### src/rtl/digdug_pkg.sv
// Shared line/frame geometry, timing bundle type and colour expansion helpers
// for the Dig Dug video output stage.
package digdug_pkg;

    localparam logic [8:0] H_FIRST   = 9'd128;
    localparam logic [8:0] H_LAST    = 9'd511;
    localparam logic [8:0] H_ACTIVE  = 9'd224;
    localparam logic [8:0] V_TOTAL   = 9'd264;
    localparam logic [8:0] V_LAST    = V_TOTAL - 9'd1;
    localparam logic [8:0] V_BLANK   = 9'd224;
    localparam logic [8:0] HS_WIDTH  = 9'd32;
    localparam logic [8:0] VS_WIDTH  = 9'd8;
    localparam logic [2:0] DIV_PCE_M1 = 3'd6;

    typedef struct packed {
        logic hblank;
        logic vblank;
        logic hsync;
        logic vsync;
    } timing_t;

    // Blank asserted, sync idle: what the delay line holds out of reset.
    localparam timing_t TIMING_IDLE = '{hblank: 1'b1, vblank: 1'b1, hsync: 1'b0, vsync: 1'b0};

    function automatic logic [7:0] expand3(input logic [2:0] c);
        return {c, c, c[2:1]};
    endfunction

    function automatic logic [7:0] expand2(input logic [1:0] c);
        return {c, c, c, c};
    endfunction

endpackage

### src/rtl/digdug_vout_if.sv
// Video bundle between the video stage (palette byte in) and the display side
// (position, timing and expanded colour out).
interface digdug_vout_if;
    logic [7:0] POUT;
    logic       PCE;
    logic [8:0] POSH;
    logic [8:0] POSV;
    logic       HBLANK;
    logic       VBLANK;
    logic       HSYNC;
    logic       VSYNC;
    logic       VBIRQ;
    logic [7:0] RED;
    logic [7:0] GRN;
    logic [7:0] BLU;

    modport master (
        input  POUT,
        output PCE, POSH, POSV, HBLANK, VBLANK, HSYNC, VSYNC, VBIRQ, RED, GRN, BLU
    );

    modport slave (
        output POUT,
        input  PCE, POSH, POSV, HBLANK, VBLANK, HSYNC, VSYNC, VBIRQ, RED, GRN, BLU
    );
endinterface

### src/rtl/digdug_dly.sv
// Clock-enable gated shift register; every stage loads INIT while rst is high.
module digdug_dly #(
    parameter int               WIDTH = 4,
    parameter int               DEPTH = 2,
    parameter logic [WIDTH-1:0] INIT  = '0
) (
    input  logic             clk,
    input  logic             rst,
    input  logic             ce,
    input  logic [WIDTH-1:0] d,
    output logic [WIDTH-1:0] q
);

    generate
        if (DEPTH == 0) begin : g_bypass
            assign q = d;
        end else begin : g_shift
            logic [WIDTH-1:0] stage_r [DEPTH];

            // Shift one stage per enable, oldest sample at the far end
            always_ff @(posedge clk) begin
                if (rst) begin
                    for (int i = 0; i < DEPTH; i++) begin
                        stage_r[i] <= INIT;
                    end
                end else if (ce) begin
                    stage_r[0] <= d;
                    for (int i = 1; i < DEPTH; i++) begin
                        stage_r[i] <= stage_r[i-1];
                    end
                end
            end

            assign q = stage_r[DEPTH-1];
        end
    endgenerate

endmodule

### src/rtl/digdug_vout.sv
// Video timing generator and colour output stage: pixel enable, beam position,
// delayed sync/blank aligned with the registered, blanked RGB expansion.
module digdug_vout
    import digdug_pkg::*;
#(
    parameter int PIX_LAT  = 2,
    parameter int HS_START = 144,
    parameter int VS_START = 232
) (
    input  logic          CLK48M,
    input  logic          RESET,
    digdug_vout_if.master vid
);

    localparam logic [8:0] HS_FIRST = 9'(HS_START);
    localparam logic [8:0] VS_FIRST = 9'(VS_START);

    logic [2:0] div_r;
    logic       pce_r;
    logic [8:0] posh_r;
    logic [8:0] posv_r;
    logic [8:0] posh_nxt_s;
    logic [8:0] posv_nxt_s;
    logic       vbirq_r;
    timing_t    raw_s;
    timing_t    dly_s;
    timing_t    tim_r;
    logic [7:0] red_r;
    logic [7:0] grn_r;
    logic [7:0] blu_r;

    // Beam position one pixel ahead, with line and frame wrap
    always_comb begin
        posh_nxt_s = posh_r + 9'd1;
        posv_nxt_s = posv_r;
        if (posh_r == H_LAST) begin
            posh_nxt_s = H_FIRST;
            if (posv_r == V_LAST) begin
                posv_nxt_s = 9'd0;
            end else begin
                posv_nxt_s = posv_r + 9'd1;
            end
        end else begin
            posv_nxt_s = posv_r;
        end
    end

    // Undelayed blank/sync decoded from the current beam position
    always_comb begin
        raw_s        = TIMING_IDLE;
        raw_s.hblank = (posh_r < H_ACTIVE);
        raw_s.vblank = (posv_r >= V_BLANK);
        raw_s.hsync  = (posh_r >= HS_FIRST) && (posh_r < HS_FIRST + HS_WIDTH);
        raw_s.vsync  = (posv_r >= VS_FIRST) && (posv_r < VS_FIRST + VS_WIDTH);
    end

    // Divide-by-8 pixel enable; registered so PCE is high while the divider reads 7
    always_ff @(posedge CLK48M) begin
        if (RESET) begin
            div_r <= 3'd0;
            pce_r <= 1'b0;
        end else begin
            div_r <= div_r + 3'd1;
            pce_r <= (div_r == DIV_PCE_M1);
        end
    end

    // Beam counters and the vertical-blank interrupt pulse
    always_ff @(posedge CLK48M) begin
        if (RESET) begin
            posh_r  <= H_FIRST;
            posv_r  <= 9'd0;
            vbirq_r <= 1'b0;
        end else if (pce_r) begin
            posh_r  <= posh_nxt_s;
            posv_r  <= posv_nxt_s;
            vbirq_r <= (posh_nxt_s == H_FIRST) && (posv_nxt_s == V_BLANK);
        end
    end

    digdug_dly #(
        .WIDTH (4),
        .DEPTH (PIX_LAT),
        .INIT  (TIMING_IDLE)
    ) u_dly (
        .clk (CLK48M),
        .rst (RESET),
        .ce  (pce_r),
        .d   (raw_s),
        .q   (dly_s)
    );

    // Output stage: the blank that gates RGB is the same one entering tim_r
    always_ff @(posedge CLK48M) begin
        if (RESET) begin
            tim_r <= TIMING_IDLE;
            red_r <= 8'd0;
            grn_r <= 8'd0;
            blu_r <= 8'd0;
        end else if (pce_r) begin
            tim_r <= dly_s;
            if (dly_s.hblank || dly_s.vblank) begin
                red_r <= 8'd0;
                grn_r <= 8'd0;
                blu_r <= 8'd0;
            end else begin
                red_r <= expand3(vid.POUT[2:0]);
                grn_r <= expand3(vid.POUT[5:3]);
                blu_r <= expand2(vid.POUT[7:6]);
            end
        end
    end

    assign vid.PCE    = pce_r;
    assign vid.POSH   = posh_r;
    assign vid.POSV   = posv_r;
    assign vid.VBIRQ  = vbirq_r;
    assign vid.HBLANK = tim_r.hblank;
    assign vid.VBLANK = tim_r.vblank;
    assign vid.HSYNC  = tim_r.hsync;
    assign vid.VSYNC  = tim_r.vsync;
    assign vid.RED    = red_r;
    assign vid.GRN    = grn_r;
    assign vid.BLU    = blu_r;

endmodule

### src/flat_wrapper.sv
// flat-port wrapper written by rule: the top's interface ports become plain ports
module digdug_vout_flat import digdug_pkg::*;
#(
    parameter int PIX_LAT  = 2,
    parameter int HS_START = 144,
    parameter int VS_START = 232
)
  (CLK48M, RESET, vid_POUT, vid_PCE, vid_POSH, vid_POSV, vid_HBLANK, vid_VBLANK, vid_HSYNC, vid_VSYNC, vid_VBIRQ, vid_RED, vid_GRN, vid_BLU);
  digdug_vout_if vid_i ();
  input  logic CLK48M;
  input  logic RESET;
  input wire logic [$bits(vid_i.POUT)-1:0] vid_POUT;
  output wire logic [$bits(vid_i.PCE)-1:0] vid_PCE;
  output wire logic [$bits(vid_i.POSH)-1:0] vid_POSH;
  output wire logic [$bits(vid_i.POSV)-1:0] vid_POSV;
  output wire logic [$bits(vid_i.HBLANK)-1:0] vid_HBLANK;
  output wire logic [$bits(vid_i.VBLANK)-1:0] vid_VBLANK;
  output wire logic [$bits(vid_i.HSYNC)-1:0] vid_HSYNC;
  output wire logic [$bits(vid_i.VSYNC)-1:0] vid_VSYNC;
  output wire logic [$bits(vid_i.VBIRQ)-1:0] vid_VBIRQ;
  output wire logic [$bits(vid_i.RED)-1:0] vid_RED;
  output wire logic [$bits(vid_i.GRN)-1:0] vid_GRN;
  output wire logic [$bits(vid_i.BLU)-1:0] vid_BLU;
  assign vid_i.POUT = vid_POUT;
  assign vid_PCE = vid_i.PCE;
  assign vid_POSH = vid_i.POSH;
  assign vid_POSV = vid_i.POSV;
  assign vid_HBLANK = vid_i.HBLANK;
  assign vid_VBLANK = vid_i.VBLANK;
  assign vid_HSYNC = vid_i.HSYNC;
  assign vid_VSYNC = vid_i.VSYNC;
  assign vid_VBIRQ = vid_i.VBIRQ;
  assign vid_RED = vid_i.RED;
  assign vid_GRN = vid_i.GRN;
  assign vid_BLU = vid_i.BLU;
  digdug_vout #(.PIX_LAT(PIX_LAT), .HS_START(HS_START), .VS_START(VS_START)) u_core (.CLK48M(CLK48M), .RESET(RESET), .vid(vid_i));
endmodule
### config.mk
export PLATFORM = sky130hd
export DESIGN_NAME = digdug_vout_flat
export DESIGN_NICKNAME = d
export VERILOG_FILES = /design/src/rtl/digdug_pkg.sv /design/src/rtl/digdug_vout_if.sv /design/src/rtl/digdug_dly.sv /design/src/rtl/digdug_vout.sv /design/src/flat_wrapper.sv
export SDC_FILE = /design/constraint.sdc
export NUM_CORES = 1
export LEC_CHECK = 0
export ABC_AREA = 1
export CAP_MARGIN = 40
export CORE_MARGIN = 8
export CORE_UTILIZATION = 43
export DETAILED_ROUTE_END_ITERATION = 16
export GPL_TIMING_DRIVEN = 0
export PLACE_DENSITY = 0.76
export SYNTH_ARGS = -nofsm -noshare
export SYNTH_HDL_FRONTEND = slang
export SYNTH_SLANG_ARGS = --single-unit
### constraint.sdc
create_clock -name CLK48M -period 2.1 [get_ports CLK48M]
set_input_delay 0.315 -clock CLK48M [delete_from_list [all_inputs] [get_ports CLK48M]]
set_output_delay 0.315 -clock CLK48M [all_outputs]
set_load 0.005 [all_outputs]
==> results of run 1 <==
## where the power goes
part	leakage (nW)	internal, mW	switching, mW
sequential	0.353	0.845	0.00419
clock	0.0654	0.475	0.275
combinational	0.820	0.0223	0.0233
total	1.24	1.34	0.303
## stage by stage
step	power, mW	area [um^2]	std cells	setup TNS, ns
2_1_floorplan	0.888	2050	252	0
3_3_place_gp	0.914	2690	363	-0.372
3_5_place_dp	0.915	2690	363	-0.436
4_1_cts	1.66	2940	380	-0.0789
5_1_grt	1.70	3030	386	-0.209
6_report	1.64	3030	386	-0.0466
## layout by cell type, fill, tap and decap left out, drive strengths merged
cell type	count
clkdlybuf4s50	57
nand2	57
buf	35
dfxtp	35
nor2	33
inv	27
nand3	17
o21ai	10
o22ai	8
a32o	8
edfxtp	8
clkbuf	8
ha	7
a21oi	5
a22o	4
or2	3
nor4	2
o22a	2
bufinv	2
xor2	2
xnor2	1
nand4	1
## state kept, by name, indices dropped and copies added (netlist names)
register	cells
u_core.vid.RED	3
u_core.vid.HSYNC	1
u_core.vid.POSV	9
u_core.vid.HBLANK	1
u_core.vid.BLU	2
u_core.vid.VBLANK	1
u_core.vid.GRN	3
u_core.vid.PCE	1
u_core.vid.VSYNC	1
u_core.vid.POSH	9
u_core.div_r	3
u_core.vid.VBIRQ	1
u_core.u_dly.g_shift.stage_r	8
## worst max-delay path, stage by stage, from the launching register on
cell     delay, ns
dfxtp_2       0.36
ha_4          0.16
nand3_4       0.08
nor2_4        0.11
nand2_2       0.08
nor2_4        0.12
ha_4          0.20
inv_6         0.05
nor2_4        0.17
nand2_2       0.10
nor2_4        0.14
xor2_2        0.18
nand2_2       0.09
nor2_2        0.12
nand2_1       0.08
nand2_1       0.06
## layer usage
metal  GRT usage, %  wire length (um)  part of all wire (%)
met5              0                 0                     0
met4           6.31                98                   1.8
met3           4.44               439                   8.0
met2           23.3              2460                    45
met1           17.0              2470                    45
## repair_timing
item | in CTS | in global routing
gates resized for setup | 13 | 10
setup buffers | 9 | 7
pin swaps | 10 | 10
setup endpoints to repair | 4 | 7
## cells by family (layout without fill, tap and decap cells)
logic type	count (synthesis)	after routing	synth area share, %
simple gates	113	113	23.5
buf+inv	49	129	12.6
flops	43	43	45.8
compound gates	37	37	12.6
fa+ha+maj	7	7	4.27
xor+xnor	3	3	1.28
## area by class of cell
class	count	share of cell area, %
Buffer	21	4.71
Clock buffer	6	2.40
Clock inverter	2	1.98
Inverter	27	3.51
Multi-Input combinational cell	160	31.0
Sequential cell	43	31.3
Tap cell	54	2.23
Timing Repair Buffer	73	22.8
## worst max-delay path by stage
stage | startpoint | cells past startpoint | end
after global placement | u_core.vid.POSH[0] | 16 | u_core.vid.VBIRQ
after CTS | u_core.vid.POSH[1] | 17 | u_core.vid.VBIRQ
after floorplan | u_core.vid.POSH[0] | 16 | u_core.vid.VBIRQ
after global routing | u_core.vid.POSH[0] | 14 | u_core.vid.VBIRQ
final | u_core.vid.POSH[0] | 15 | u_core.vid.VBIRQ
after detailed placement | u_core.vid.POSH[0] | 16 | u_core.vid.VBIRQ
==> flow_metrics.env, run 1 <==
export IMPL_status="finished, violations left"
export IMPL_violations="negative setup slack"
export IMPL_ys_warn_count=0
export IMPL_required_ns=2.35
export IMPL_cp_arrival_ns=2.39
export IMPL_grt_pass1_wl_um=8360
export IMPL_maxCapViolCount=0
export IMPL_nets=348
export IMPL_cts_buffer_depth=2
export IMPL_fin_crit_ns=2.15
export IMPL_core_um2=4660
export IMPL_clock_latency_ns=0.30
export IMPL_synthFlopType="dfxtp_1"
export IMPL_cts_buffers=5
export IMPL_gp_congestion=0.862
export IMPL_wl_um=5470
export IMPL_clk_pin_slew_worst_paths_ns=0.08
export IMPL_post_route_drc_count=0
export IMPL_io_buffer_count=57
export IMPL_synth_seq_cells=43
export IMPL_worst_ir_drop_vdd_v=0.000300
export IMPL_yosys_top_cells_area="dfxtp_1, edfxtp_1, nand2_1"
export IMPL_grt_pass1_vias=1797
export IMPL_dpl_hpwl_um=3770
export IMPL_min_path_type="reg -> reg"
export IMPL_synth_avg_cell_area_um2=8.15
export IMPL_p_leak_nw=1.24
export IMPL_min_path_cells=1
export IMPL_antenna_found_initial=0
export IMPL_max_slew_margin_rel_pct=62.1
export IMPL_clockRootBuffer="clkbuf_8"
export IMPL_finalMaxSlewViolations=0
export IMPL_multi_input_area_um2=940
export IMPL_die_w_um=85.1
export IMPL_hold_viol=0
export IMPL_drt_pass1_iter_count=4
export IMPL_grt_overflow=0
export IMPL_setup_violations_final=1
export IMPL_n_antenna_cell=0
export IMPL_ant_nets=0
export IMPL_synth_edf_count=8
export IMPL_final_layout_size_suffix_gt1_share_pct=19.9
export IMPL_grt_max_degree=18
export IMPL_areaGrowthSynthToFinish_pct=47.4
export IMPL_fin_ws_ns=-0.0466
export IMPL_fin_hold_ws_ns=0.452
export IMPL_drt_iter0_markers=140
export IMPL_post_drt_wl_per_cell_um=14.2
export IMPL_synth_cell_types=26
export IMPL_place_ws_ns=-0.293
export IMPL_vias=1964
export IMPL_rr_worst_depth=15
export IMPL_yosysMostFrequentCell="nand2_1"
export IMPL_path_max_fanout=5
export IMPL_grt_usage_pct=14.4
export IMPL_syn_area_um2=2050
export IMPL_worst_pin_slew_ns=0.568
export IMPL_synth_cells=252
export IMPL_seqCellArea_um2=947
export IMPL_reg2reg_slack_ns=-0.05
export IMPL_p_per_area_nw_per_um2=543
export IMPL_die_h_um=85.1
export IMPL_io_pins=58
export IMPL_htree_levels=2
export IMPL_async_flop_share_pct=0
export IMPL_synth_area_leader_cell="dfxtp_1"
export IMPL_synth_common_cells="nand2_1, dfxtp_1, nor2_1, inv_1, nand3_1"
export IMPL_r2r_start="u_core.vid.POSH[0]"
export IMPL_rr_endpoint="u_core.vid.VBIRQ"
export IMPL_hold_end="u_core.div_r[0]"
export IMPL_die_area_um2=7240
export IMPL_fin_util_pct=64.9
export IMPL_rows=25
export IMPL_start_util_pct=44.1
export IMPL_fin_worst_skew_ns=0.00666
export IMPL_critPathCaptureType="register"
export IMPL_via_per_inst=5.09
export IMPL_rsz0062_at_grt="yes"
export IMPL_synth_fp_nets=269
export IMPL_min_period_over_period_pct=102
export IMPL_hp_start="u_core.div_r[0]"
export IMPL_cts_tree="built"
export IMPL_worst_setup_path_type="reg -> reg"
export IMPL_yosysSeqAreaShare_pct=45.8
export IMPL_max_freq_mhz=466
export IMPL_synth_top_area_share_pct=34.1
export IMPL_startpoint_type="register"
export IMPL_clock_sinks=43
export IMPL_cts_hold_buf=0
export IMPL_n_fill_cell=371
No activity file was read; power rests on OpenSTA's default activity.
==> run 2, diff against run 1 <==
Settings changed: CORE_UTILIZATION 43 to 37, PLACE_DENSITY 0.76 to 0.67.
==> run 2 against run 1 <==
The flow now finishes without violations. Sequential share of layout area down 0.070 points. Combinational power grew 4%. Clock skew up 0.0018 ns. Critical endpoint unchanged.
==> flow_metrics.env, run 2 (synthesis gave the netlist of run 1 again) <==
export IMPL_rows=27
export IMPL_mostFrequentLayoutCell="clkdlybuf4s50_1"
export IMPL_htree_levels=2
export IMPL_worst_setup_path_type="reg -> reg"
export IMPL_cts_tree="built"
export IMPL_gp_congestion=0.862
export IMPL_drt_pass1_iter_count=4
export IMPL_vias=1924
export IMPL_min_period_over_period_pct=98.2
export IMPL_grt_pass1_vias=1955
export IMPL_cp_arrival_ns=2.31
export IMPL_cts_buffers=5
export IMPL_nets=349
export IMPL_seqPwrFrac_pct=58.4
export IMPL_io_pins=58
export IMPL_p_per_area_nw_per_um2=481
export IMPL_final_area_um2=3030
export IMPL_antenna_found_initial=0
export IMPL_reg2reg_slack_ns=0.04
export IMPL_grt_max_degree=18
export IMPL_wl_met2_um=2300
export IMPL_hold_viol=0
export IMPL_min_path_type="reg -> reg"
export IMPL_wl_met3_um=423
export IMPL_maxCapViolCount=0
export IMPL_p_leak_nw=1.23
export IMPL_clk_pin_slew_worst_paths_ns=0.09
export IMPL_clockRootBuffer="clkbuf_8"
export IMPL_critical_path_max_stage_delay_ns=0.36
export IMPL_worst_pin_slew_ns=0.521
export IMPL_max_freq_mhz=485
export IMPL_grt_pass1_wl_um=8980
export IMPL_clkPwrFrac_pct=38.4
export IMPL_crit_chain="ha_4 > nand3_4 > nor2_4 > nand2_2 > nor2_4 > ha_4 > inv_6 > nor2_4 > nand2_2 > nor2_4 > xor2_2 > nand2_1 > nor2_1 > nand2_1 > nand2_1"
export IMPL_post_route_drc_count=0
export IMPL_post_drt_wl_per_cell_um=12.8
export IMPL_setup_violations_final=0
export IMPL_cpMostUsedCell="nor2_4"
export IMPL_final_layout_size_suffix_gt1_share_pct=20.4
export IMPL_multi_input_area_um2=940
export IMPL_clock_sinks=43
export IMPL_wl_um=5200
export IMPL_start_util_pct=37.8
export IMPL_clock_latency_ns=0.30
export IMPL_grt_overflow=0
export IMPL_fin_crit_ns=2.06
export IMPL_io_buffer_count=57
export IMPL_grt_usage_pct=13.0
export IMPL_cts_hold_buf=0
export IMPL_startpoint_type="register"
export IMPL_place_area_um2=2710
export IMPL_seqCellArea_um2=945
export IMPL_power_switching_mw=0.348
export IMPL_die_h_um=90.5
export IMPL_swShare_pct=23.9
export IMPL_n_fill_cell=488
export IMPL_via_per_inst=4.75
export IMPL_path_max_fanout=4
export IMPL_cts_buffer_depth=2
export IMPL_status="completed"
export IMPL_setup_tns_ns=0
export IMPL_critPathSlowestCell="dfxtp_2"
export IMPL_ant_nets=0
export IMPL_final_cell_mix="clkdlybuf4s50_1, nand2_1, buf_4, dfxtp_1, inv_1"
export IMPL_critPathCaptureType="register"
export IMPL_met1_length_um=2400
export IMPL_die_area_um2=8190
export IMPL_core_um2=5440
export IMPL_comb_power_share_pct=3.3
export IMPL_finalMaxSlewViolations=0
export IMPL_dr_max_layer_used="met4"
export IMPL_worst_ir_drop_vdd_v=0.000301
export IMPL_n_antenna_cell=0
export IMPL_drt_iter0_markers=94
export IMPL_dpl_hpwl_um=3770
export IMPL_fin_worst_skew_ns=0.00841
export IMPL_areaGrowthSynthToFinish_pct=47.3
export IMPL_rsz0062_at_grt="yes"
export IMPL_required_ns=2.34
export IMPL_intPower_mw=1.11
export IMPL_max_slew_margin_rel_pct=65.2
export IMPL_die_w_um=90.5
export IMPL_fin_util_pct=55.6
==> run 2: cell count changes in the layout (fill, tap and decap cells not counted) <==
cell | previous run | this run
clkinvlp_4 | 0 | 1
bufinv_16 | 2 | 0
dfxtp_4 | 1 | 0
clkbuf_1 | 3 | 2
inv_4 | 0 | 1
dfxtp_2 | 2 | 3
buf_12 | 0 | 1
inv_6 | 1 | 2
==> run 2: worst paths after layout <==
check                                        start  cells past startpoint               end
worst max-delay path            u_core.vid.POSH[0]                     15  u_core.vid.VBIRQ
worst min-delay path               u_core.div_r[0]                      1   u_core.div_r[0]
worst max register to register  u_core.vid.POSH[0]                     15  u_core.vid.VBIRQ
worst min register to register     u_core.div_r[0]                      1   u_core.div_r[0]
==> run 2: stage by stage <==
| step | hold WS, ns | std cells | setup WS, ns | total power [mW] |
|---|---|---|---|---|
| floorplan | 0.382 | 252 | 0.0405 | 0.888 |
| global placement | 0.426 | 381 | -0.214 | 0.915 |
| detailed placement | 0.440 | 381 | -0.277 | 0.917 |
| CTS | 0.458 | 401 | -0.0692 | 1.47 |
| global route | 0.487 | 405 | -0.142 | 1.50 |
| finish | 0.458 | 405 | 0.0382 | 1.46 |
==> run 2: timing repair <==
action,4_1_cts,5_1_grt
setup endpoints to repair,7,6
buffers inserted,12,5
resized for setup,13,9
pin swaps,9,11
==> run 2: power by group through the flow <==
stage | sequential, mW | combinational (mW) | clock [mW]
4_1_cts | 0.850 | 0.0476 | 0.567
3_5_place_dp | 0.870 | 0.0472 | 0
5_1_grt | 0.852 | 0.0523 | 0.597
6_report | 0.850 | 0.0474 | 0.558
2_1_floorplan | 0.869 | 0.0195 | 0
3_3_place_gp | 0.869 | 0.0456 | 0
==> run 2: worst max-delay path, delay by kind of cell (launching register included) <==
family | cells | cell delay, ns
simple gates | 11 | 1.08
xor+xnor | 1 | 0.16
fa+ha+maj | 2 | 0.35
buf+inv | 1 | 0.05
flops | 1 | 0.36
==> run 2: final cells by class <==
cell class | instances | area share, %
Buffer | 21 | 4.71
Clock buffer | 5 | 2.27
Clock inverter | 3 | 0.744
Inverter | 27 | 3.52
Multi-Input combinational cell | 160 | 31.1
Sequential cell | 43 | 31.2
Tap cell | 72 | 2.98
Timing Repair Buffer | 74 | 23.5
==> run 2: per-layer routing <==
metal / global-route usage (%) / vias to the layer above
met4: 4.72 / 0
met5: 0 / -
met1: 15.0 / 868
met2: 21.4 / 68
met3: 4.82 / 7
li1: - / 981
==> run 3, diff against run 2 <==
Settings changed: SKIP_LAST_GASP set to 1.
==> results of run 3 <==
Same layout as run 2: the final DEF is identical, and so are final timing and power.
